`src/rtl/mem_access_unit_if.sv`:
```
// rtl/mem_access_unit_if.sv - request/response and data-memory port bundle for mem_access_unit
interface mem_access_unit_if #(
    parameter int ADDR_W = 5
);
    logic              req_valid;
    logic              req_ready;
    logic              req_we;
    logic [ADDR_W+2:0] req_addr;
    logic [1:0]        req_size;
    logic              req_unsigned;
    logic [63:0]       req_wdata;
    logic              resp_valid;
    logic [63:0]       resp_rdata;
    logic              resp_err;
    logic [ADDR_W-1:0] mem_address;
    logic              mem_WE;
    logic [63:0]       mem_dIn;
    logic [63:0]       mem_dout;

    // master: core datapath plus data memory; slave: the access unit
    modport master (
        output req_valid, req_we, req_addr, req_size, req_unsigned, req_wdata, mem_dout,
        input  req_ready, resp_valid, resp_rdata, resp_err, mem_address, mem_WE, mem_dIn
    );

    modport slave (
        input  req_valid, req_we, req_addr, req_size, req_unsigned, req_wdata, mem_dout,
        output req_ready, resp_valid, resp_rdata, resp_err, mem_address, mem_WE, mem_dIn
    );
endinterface

```
`src/rtl/mem_access_unit.sv`:
```
// rtl/mem_access_unit.sv - RISC-V load/store unit for a 64-bit-word data memory
module mem_access_unit #(
    parameter int ADDR_W   = 5,
    parameter int READ_LAT = 1
) (
    input  logic               clk,
    input  logic               reset,
    mem_access_unit_if.slave   bus
);
    localparam int CNT_W = (READ_LAT > 1) ? $clog2(READ_LAT) : 1;

    typedef enum logic [1:0] {IDLE, RD_WAIT, WRITE, RESP} state_t;

    state_t            state, state_nxt;

    logic              we_q, we_nxt;
    logic [1:0]        size_q, size_nxt;
    logic              uns_q, uns_nxt;
    logic [2:0]        off_q, off_nxt;
    logic [63:0]       wdata_q, wdata_nxt;
    logic [CNT_W-1:0]  cnt_q, cnt_nxt;

    logic              ready_q, ready_nxt;
    logic              rv_q, rv_nxt;
    logic [63:0]       rdata_q, rdata_nxt;
    logic              err_q, err_nxt;
    logic [ADDR_W-1:0] addr_q, addr_nxt;
    logic              mwe_q, mwe_nxt;
    logic [63:0]       din_q, din_nxt;

    logic              accept;
    logic              misaligned;
    logic [5:0]        shamt;
    logic [63:0]       lane_mask;
    logic [63:0]       merged;
    logic [63:0]       shifted;
    logic [63:0]       extended;

    function automatic logic [63:0] size_mask(input logic [1:0] sz);
        case (sz)
            2'b00:   return 64'h0000_0000_0000_00FF;
            2'b01:   return 64'h0000_0000_0000_FFFF;
            2'b10:   return 64'h0000_0000_FFFF_FFFF;
            default: return 64'hFFFF_FFFF_FFFF_FFFF;
        endcase
    endfunction

    function automatic logic [63:0] extend(input logic [63:0] w, input logic [1:0] sz,
                                           input logic uns);
        case (sz)
            2'b00:   return uns ? {56'd0, w[7:0]}  : {{56{w[7]}},  w[7:0]};
            2'b01:   return uns ? {48'd0, w[15:0]} : {{48{w[15]}}, w[15:0]};
            2'b10:   return uns ? {32'd0, w[31:0]} : {{32{w[31]}}, w[31:0]};
            default: return w;
        endcase
    endfunction

    assign accept = bus.req_valid && ready_q;

    always_comb begin
        misaligned = 1'b0;
        case (bus.req_size)
            2'b01:   misaligned = bus.req_addr[0];
            2'b10:   misaligned = |bus.req_addr[1:0];
            2'b11:   misaligned = |bus.req_addr[2:0];
            default: misaligned = 1'b0;
        endcase
    end

    // Lane logic works on the latched offset/size so request inputs may change while busy.
    assign shamt     = {off_q, 3'b000};
    assign lane_mask = size_mask(size_q) << shamt;
    assign merged    = (bus.mem_dout & ~lane_mask) | ((wdata_q << shamt) & lane_mask);
    assign shifted   = bus.mem_dout >> shamt;
    assign extended  = extend(shifted, size_q, uns_q);

    always_comb begin
        state_nxt = state;
        we_nxt    = we_q;
        size_nxt  = size_q;
        uns_nxt   = uns_q;
        off_nxt   = off_q;
        wdata_nxt = wdata_q;
        cnt_nxt   = cnt_q;
        rv_nxt    = 1'b0;
        rdata_nxt = 64'd0;
        err_nxt   = 1'b0;
        addr_nxt  = addr_q;
        mwe_nxt   = 1'b0;
        din_nxt   = din_q;
        case (state)
            IDLE: begin
                if (accept) begin
                    we_nxt    = bus.req_we;
                    size_nxt  = bus.req_size;
                    uns_nxt   = bus.req_unsigned;
                    off_nxt   = bus.req_addr[2:0];
                    wdata_nxt = bus.req_wdata;
                    if (misaligned) begin
                        state_nxt = RESP;
                        rv_nxt    = 1'b1;
                        err_nxt   = 1'b1;
                    end else begin
                        addr_nxt = bus.req_addr[ADDR_W+2:3];
                        if (bus.req_we && bus.req_size == 2'b11) begin
                            state_nxt = WRITE;
                            mwe_nxt   = 1'b1;
                            din_nxt   = bus.req_wdata;
                        end else begin
                            state_nxt = RD_WAIT;
                            cnt_nxt   = CNT_W'(READ_LAT - 1);
                        end
                    end
                end
            end
            RD_WAIT: begin
                if (cnt_q == '0) begin
                    if (we_q) begin
                        state_nxt = WRITE;
                        mwe_nxt   = 1'b1;
                        din_nxt   = merged;
                    end else begin
                        state_nxt = RESP;
                        rv_nxt    = 1'b1;
                        rdata_nxt = extended;
                    end
                end else begin
                    cnt_nxt = cnt_q - 1'b1;
                end
            end
            WRITE: begin
                state_nxt = RESP;
                rv_nxt    = 1'b1;
            end
            default: begin
                state_nxt = IDLE;
            end
        endcase
        ready_nxt = (state_nxt == IDLE);
    end

    always_ff @(posedge clk) begin
        if (reset) begin
            state <= IDLE;
        end else begin
            state <= state_nxt;
        end
    end

    always_ff @(posedge clk) begin
        if (reset) begin
            we_q    <= 1'b0;
            size_q  <= 2'b00;
            uns_q   <= 1'b0;
            off_q   <= 3'd0;
            wdata_q <= 64'd0;
            cnt_q   <= '0;
            ready_q <= 1'b0;
            rv_q    <= 1'b0;
            rdata_q <= 64'd0;
            err_q   <= 1'b0;
            addr_q  <= '0;
            mwe_q   <= 1'b0;
            din_q   <= 64'd0;
        end else begin
            we_q    <= we_nxt;
            size_q  <= size_nxt;
            uns_q   <= uns_nxt;
            off_q   <= off_nxt;
            wdata_q <= wdata_nxt;
            cnt_q   <= cnt_nxt;
            ready_q <= ready_nxt;
            rv_q    <= rv_nxt;
            rdata_q <= rdata_nxt;
            err_q   <= err_nxt;
            addr_q  <= addr_nxt;
            mwe_q   <= mwe_nxt;
            din_q   <= din_nxt;
        end
    end

    assign bus.req_ready   = ready_q;
    assign bus.resp_valid  = rv_q;
    assign bus.resp_rdata  = rdata_q;
    assign bus.resp_err    = err_q;
    assign bus.mem_address = addr_q;
    assign bus.mem_WE      = mwe_q;
    assign bus.mem_dIn     = din_q;
endmodule

```
`src/flat_wrapper.sv`:
```
// flat-port wrapper written by rule: the top's interface ports become plain ports
module mem_access_unit_flat 
#(
    parameter int ADDR_W   = 5,
    parameter int READ_LAT = 1
)
  (clk, reset, bus_req_valid, bus_req_we, bus_req_addr, bus_req_size, bus_req_unsigned, bus_req_wdata, bus_mem_dout, bus_req_ready, bus_resp_valid, bus_resp_rdata, bus_resp_err, bus_mem_address, bus_mem_WE, bus_mem_dIn);
  mem_access_unit_if #(.ADDR_W(ADDR_W)) bus_i ();
  input  logic clk;
  input  logic reset;
  input wire logic [$bits(bus_i.req_valid)-1:0] bus_req_valid;
  input wire logic [$bits(bus_i.req_we)-1:0] bus_req_we;
  input wire logic [$bits(bus_i.req_addr)-1:0] bus_req_addr;
  input wire logic [$bits(bus_i.req_size)-1:0] bus_req_size;
  input wire logic [$bits(bus_i.req_unsigned)-1:0] bus_req_unsigned;
  input wire logic [$bits(bus_i.req_wdata)-1:0] bus_req_wdata;
  input wire logic [$bits(bus_i.mem_dout)-1:0] bus_mem_dout;
  output wire logic [$bits(bus_i.req_ready)-1:0] bus_req_ready;
  output wire logic [$bits(bus_i.resp_valid)-1:0] bus_resp_valid;
  output wire logic [$bits(bus_i.resp_rdata)-1:0] bus_resp_rdata;
  output wire logic [$bits(bus_i.resp_err)-1:0] bus_resp_err;
  output wire logic [$bits(bus_i.mem_address)-1:0] bus_mem_address;
  output wire logic [$bits(bus_i.mem_WE)-1:0] bus_mem_WE;
  output wire logic [$bits(bus_i.mem_dIn)-1:0] bus_mem_dIn;
  assign bus_i.req_valid = bus_req_valid;
  assign bus_i.req_we = bus_req_we;
  assign bus_i.req_addr = bus_req_addr;
  assign bus_i.req_size = bus_req_size;
  assign bus_i.req_unsigned = bus_req_unsigned;
  assign bus_i.req_wdata = bus_req_wdata;
  assign bus_i.mem_dout = bus_mem_dout;
  assign bus_req_ready = bus_i.req_ready;
  assign bus_resp_valid = bus_i.resp_valid;
  assign bus_resp_rdata = bus_i.resp_rdata;
  assign bus_resp_err = bus_i.resp_err;
  assign bus_mem_address = bus_i.mem_address;
  assign bus_mem_WE = bus_i.mem_WE;
  assign bus_mem_dIn = bus_i.mem_dIn;
  mem_access_unit #(.ADDR_W(ADDR_W), .READ_LAT(READ_LAT)) u_core (.clk(clk), .reset(reset), .bus(bus_i));
endmodule
```
`config.mk`:
```
export PLATFORM = sky130hd
export DESIGN_NAME = mem_access_unit_flat
export DESIGN_NICKNAME = d
export VERILOG_FILES = /design/src/rtl/mem_access_unit_if.sv /design/src/rtl/mem_access_unit.sv /design/src/flat_wrapper.sv
export SDC_FILE = /design/constraint.sdc
export NUM_CORES = 1
export LEC_CHECK = 0
export BUFFER_PORTS_ARGS = -buffer_cell sky130_fd_sc_hd__buf_2
export CAP_MARGIN = 40
export CORE_UTILIZATION = 59
export DETAILED_ROUTE_END_ITERATION = 8
export PLACE_DENSITY = 0.87
export SLEW_MARGIN = 25
export SYNTH_ARGS = -nofsm -noshare
export SYNTH_HDL_FRONTEND = slang
export SYNTH_SLANG_ARGS = --single-unit
```
`constraint.sdc`:
```
create_clock -name clk -period 3.3 [get_ports clk]
set_input_delay 0.165 -clock clk [delete_from_list [all_inputs] [get_ports clk]]
set_output_delay 0.165 -clock clk [all_outputs]
set_load 0.01 [all_outputs]
```
* Word level (Yosys, flattened, before mapping)
Cells that the tools add are included.
** Operators by class
- Add/sub/neg operators :: 1
- Multipliers :: 0
- Div/mod/pow operators :: 0
- Order comparisons :: 0
- Eq/ne operators :: 13
- Shift-type cells :: 3
- Mux-type cells :: 34
- Bitwise operators :: 7
- Reduce and logical (&&, ||, !) cells :: 14
** Operators with widths (count)
- 64-bit 2-to-1 mux :: 8
- 64-bit case mux with 3 select lines :: 2
- 64-bit AND :: 2
- 64-bit case mux with 2 select lines :: 1
- 64-bit by 6-bit left shift with 64-bit output :: 2
- 64-bit NOT :: 1
- 64-bit OR :: 1
- 64-bit by 6-bit right shift with 64-bit output :: 1
- 1-bit 2-to-1 mux :: 14
- 2-bit equality test (second input constant) :: 4
- 2-bit 2-to-1 mux :: 4
- 2-bit by 1-bit equality test with 1-bit output (second input constant) :: 3
- 2-bit logical NOT :: 3
- 2-bit by 1-bit != test with 1-bit output (second input constant) :: 3
- 2-bit != test (second input constant) :: 3
- 1-bit case mux with 3 select lines :: 2
- 2-bit case mux with 3 select lines :: 1
- 6-bit AND reduction :: 1
- 1-bit case mux with 2 select lines :: 2
- 4-bit AND reduction :: 1
- 2-bit OR reduction :: 2
- 4-bit OR reduction :: 1
- 1-bit NOT :: 3
- 3-bit AND reduction :: 1
- other kinds (5) :: 6
** Word-level totals
- Register bits :: 211
- Bits in latches :: 0
- RAM bits :: 0
- ROM bits :: 0
- Input bits :: 143
- Output and inout port bits :: 137
- Memories kept :: 0

* Longest topological paths before layout
- Depth after elaboration :: 9
- Mapped depth :: 10
- Gate-level depth less buffers :: 6

* Least setup slack after synthesis
No wires, ideal clock.
- Kind :: register to register
- From :: reg u_core.state[0]
- To :: reg u_core.din_q[53] (netlist: u_core.bus.mem_dIn[53])
- Setup time :: 0.096 ns
- Arrival :: 1.832 ns
- Data required time :: 3.204 ns
- Path slack :: 1.373 ns
- Cell stages (with the launch flop) :: 9
- Path buffers :: 3
- Period minus slack after synthesis :: 1.927 ns
- Cell sequence :: dfxtp_1 inv_1 ha_1 clkbuf_1 o211ai_1 clkbuf_1 clkbuf_1 nand3_1 o41ai_2
** Between the ends
- Word-level cells in the longest chain between the ends :: 3
** Ends and longest elaborated chain
- from (decl) :: line mem_access_unit.sv:14 : state_t state, state_nxt;
- from (signal assigned) :: line mem_access_unit.sv:146 : state <= state_nxt;
- 2-bit by 1-bit equality test with 1-bit output / 2-bit logical NOT (equally long branches) :: line mem_access_unit.sv:91 : case (state)
- 2-bit by 1-bit != test with 1-bit output (no source line) (tied with other cells)
- 6-bit AND reduction (no source line)
- to (signal assigned) :: line mem_access_unit.sv:178 : din_q <= din_nxt;
- to (decl) :: line mem_access_unit.sv:29 : logic [63:0] din_q, din_nxt;
Parallel ways exist; a longest one is shown, timed or not.
A chain may end at the register's enable or synchronous reset.

* Final worst setup path
- From :: reg u_core.off_q[2]
- To :: reg u_core.din_q[54] (netlist: u_core.bus.mem_dIn[54])
** Between the ends
- Word-level cells in the longest chain between the ends :: 7
** Ends and longest elaborated chain
- from (decl) :: line mem_access_unit.sv:19 : logic [2:0] off_q, off_nxt;
- from (signal assigned) :: line mem_access_unit.sv:169 : off_q <= off_nxt;
- 64-bit by 6-bit left shift with 64-bit output :: line mem_access_unit.sv:72 : assign lane_mask = size_mask(size_q) << shamt;
- 64-bit NOT :: line mem_access_unit.sv:73 : assign merged = (bus.mem_dout & ~lane_mask) | ((wdata_q << shamt) & lane_mask);
- 64-bit AND :: line mem_access_unit.sv:73
- 64-bit OR * :: line mem_access_unit.sv:73
- 64-bit 2-to-1 mux * :: line mem_access_unit.sv:118 : if (we_q) begin
- 64-bit 2-to-1 mux * :: line mem_access_unit.sv:117 : if (cnt_q == '0) begin
- 64-bit case mux with 2 select lines * :: line mem_access_unit.sv:91
Mark *: on every way between the ends. The rest lies on a longest branch, timed or not. The select of a mux whose other input is x is not followed.

==> reports/metrics.csv <==
metric,value,unit
viasPerCell,6.57,
cts_tree,yes,
initial_utilization,60.3,%
synth-edff-count,0,
clk_pin_slew,0.06,ns
finClkSkew,0.0107,ns
p_seq_share,34.5,%
drt_iter0_markers,1842,
endpoint_kind,flop,
coreArea,0.0195,mm²
crit_fanout,36,
clkLatencyLatePin,0.52,ns
async_reset_ff_share,0,%
cp_data_required_time,3.70,ns
worstMarginPinSlew,0.790,ns
p_leak,0.00573,µW
nets,1847,
drv_slew,0,
dieWidth,143,µm
powerDensity,671,mW/mm²
hold_slack,0.0159,ns
grt_pass1_wl,69.7,mm
die_h,143,µm
grt_pass1_vias,12201,
cts_buffers,22,
synth_flop_cell,dfxtp_1,
fin_tns_setup,0,ns
cp_top_family,compound AO/OA/AOI/OAI gates,
numPortBuffers,279,
p_clk_share,26.0,%
hold_violations,0,
htreeDepth,1,
p_int,5970,µW
wire_per_inst,23.7,µm
critPathSlowestCell,dfxtp_2,
grt_max_degree,82,
sw_frac_of_total,39.5,%
ir_drop,0.000582,V
num_rows,51,
ys_seq_elements,210,
maxCapViolCount,0,
cts-root-buf,clkbuf_16,
timing.fmax,0.364,GHz
finalCritPeriodShare,83.2,%
cp-start-kind,flop,
min_period,2.75,ns
wl,47.0,mm
grt-ovfl-total,0,
firstDrtPassIters,6,
worst_path_largest_cell_delay,0.82,ns
syn-num-nets,1560,
switchingPower,3900,µW
synth_area,0.0117,mm²
path_cells,buf_4 > nand2b_1 > o22ai_2 > or2_1 > a31oi_1 > o41ai_1,
maxSlewHeadroom,46.9,%
hp-class,in2reg,
synth_cells,1413,
post_cts_buffers,0,
antenna_found_initial,1,
synth_cell_type_count,68,
cts_sinks,210,
ys_warn_count,0,
syn_to_final_growth,25.4,%
crit_type,reg2reg,
grtUsageTotal,45.1,%
crit_arrival,3.15,ns
clk_path_buf_depth,3,
drc,0,
gp_congestion,0.981,
status,finished clean,
ant_nets,0,
die_area,0.0204,mm²
ys_seq_area_share,35.9,%
finalSetupViolations,0,
drive_gt1_share,25.8,%
ctsResizeCount,0,
cp_num_buf_inv,1,
io_pins,280,
route.vias.total,13023,
syn-mean-instance-area,8.30,µm²
ctsHoldBuffers,79,
rsz0062_at_grt,no,
pwr-share-comb,39.5,%
dp_hpwl,32.2,mm
==> power by group through the flow <==
stage	Sequential [µW]	Combinational, µW	Clock [µW]
after floorplan	3480	2240	0
after global placement	3410	3530	0
after detailed placement	3410	3620	0
after CTS	3370	3730	2550
after global routing	3440	4130	2660
final	3410	3900	2570
==> cells in the mapped netlist (12+ instances only) <==
master	n	share of area (%)
mux2i_1	89	7.6
o21ai_0	25	1.1
nand2_1	290	9.3
clkbuf_1	74	2.4
buf_2	28	1.2
o211ai_1	39	2.5
a211o_1	12	0.90
mux4_2	26	5.0
nand2b_1	15	0.80
mux2_2	41	3.9
a21oi_1	199	8.5
buf_6	16	1.5
dfxtp_1	210	36
nor2_1	87	2.8
nor2b_1	19	1.0
nand3_1	20	0.85
inv_1	15	0.48
a211oi_1	50	3.2
==> flip-flops by register name, summed over array words and instances, names as in the netlist <==
signal and count:
u_core.bus.mem_WE 1, u_core.bus.mem_address 5, u_core.bus.mem_dIn 64, u_core.bus.req_ready 1, u_core.bus.resp_err 1, u_core.bus.resp_rdata 64
u_core.bus.resp_valid 1, u_core.off_q 3, u_core.size_q 2, u_core.state 2, u_core.uns_q 1, u_core.wdata_q 64
u_core.we_q 1
==> stage by stage <==
| stage | cell area (µm²) | total power (µW) | worst slack (ns) | util [%] | std cells |
|---|---|---|---|---|---|
| finish | 14700 | 9870 | 0.555 | 75.6 | 1981 |
| global route | 14700 | 10200 | 0.380 | 75.6 | 1981 |
| CTS | 14700 | 9650 | 0.661 | 75.4 | 1978 |
| detailed placement | 13100 | 7030 | 0.663 | 67.5 | 1860 |
| global placement | 13100 | 6940 | 0.613 | 67.2 | 1858 |
| floorplan | 11700 | 5720 | 1.37 | - | 1413 |
==> worst register-to-register path: stages, from the launching register on <==
cell and delay [ns]:
dfxtp_2 0.82, buf_4 0.45, nand2b_1 0.14, o22ai_2 0.31
or2_1 0.39, a31oi_1 0.15, o41ai_1 0.37
==> path summary, 6_finish.rpt <==
| check | from | to | slack, ns | cells after the start |
|---|---|---|---|---|
| hold / removal | bus_mem_dout[56] | u_core.bus.resp_rdata[56] | 0.02 | 3 |
| setup reg to reg | u_core.off_q[2] | u_core.bus.mem_dIn[54] | 0.55 | 6 |
| hold reg to reg | u_core.bus.mem_address[0] | u_core.bus.mem_address[0] | 0.45 | 2 |
| setup / recovery | u_core.off_q[2] | u_core.bus.mem_dIn[54] | 0.55 | 6 |
==> area by class of cell <==
class | instances | area, µm²
multi-input cells | 1056 | 6810
fillers | 1362 | 4760
flip-flops and latches | 210 | 4210
repair buffers | 394 | 2540
clock buffers | 33 | 683
well taps | 265 | 332
clock inverters | 6 | 66.3
inverters | 16 | 60.1
diodes | 1 | 2.50
==> placed cells by master (no fill, tap or decap), types with 7 or more instances in the layout <==
| master | n |
|---|---|
| clkbuf_16 | 23 |
| mux2i_1 | 89 |
| clkbuf_8 | 7 |
| mux4_2 | 26 |
| mux2_2 | 41 |
| buf_2 | 278 |
| nor3_1 | 8 |
| nand2_1 | 289 |
| nand3_1 | 20 |
| nand2b_1 | 14 |
| buf_4 | 30 |
| a211oi_1 | 50 |
| dfxtp_1 | 207 |
| o21ai_0 | 25 |
| o41ai_1 | 7 |
| nor2b_1 | 19 |
| o221ai_1 | 9 |
| a22oi_1 | 8 |
| a32o_1 | 8 |
| o211ai_1 | 39 |
| a211o_1 | 12 |
| inv_1 | 15 |
| and2_1 | 8 |
| o2bb2ai_1 | 8 |
| nor2_1 | 87 |
| dlygate4sd3_1 | 79 |
| a21oi_1 | 199 |
==> per-layer routing <==
metal	wire (µm)	up-vias	track usage, %
met1	17000	6016	57.0
li1	-	5651	-
met2	20800	1108	71.0
met3	6240	248	10.7
met4	2860	0	24.7
met5	0	-	0
==> logic make-up (layout without fill, tap and decap cells) <==
| logic type | count (synthesis) | in the layout | synth area share [%] |
|---|---|---|---|
| other | 0 | 1 | 0 |
| muxes | 156 | 156 | 16.5 |
| AOI/OAI and AO/OA | 422 | 422 | 23.6 |
| adders and majority gates | 4 | 4 | 0.427 |
| and+or+nand+nor | 474 | 474 | 17.4 |
| DFF | 210 | 210 | 35.9 |
| buffers and inverters | 147 | 449 | 6.19 |
No activity file was read; power rests on OpenSTA's default activity.
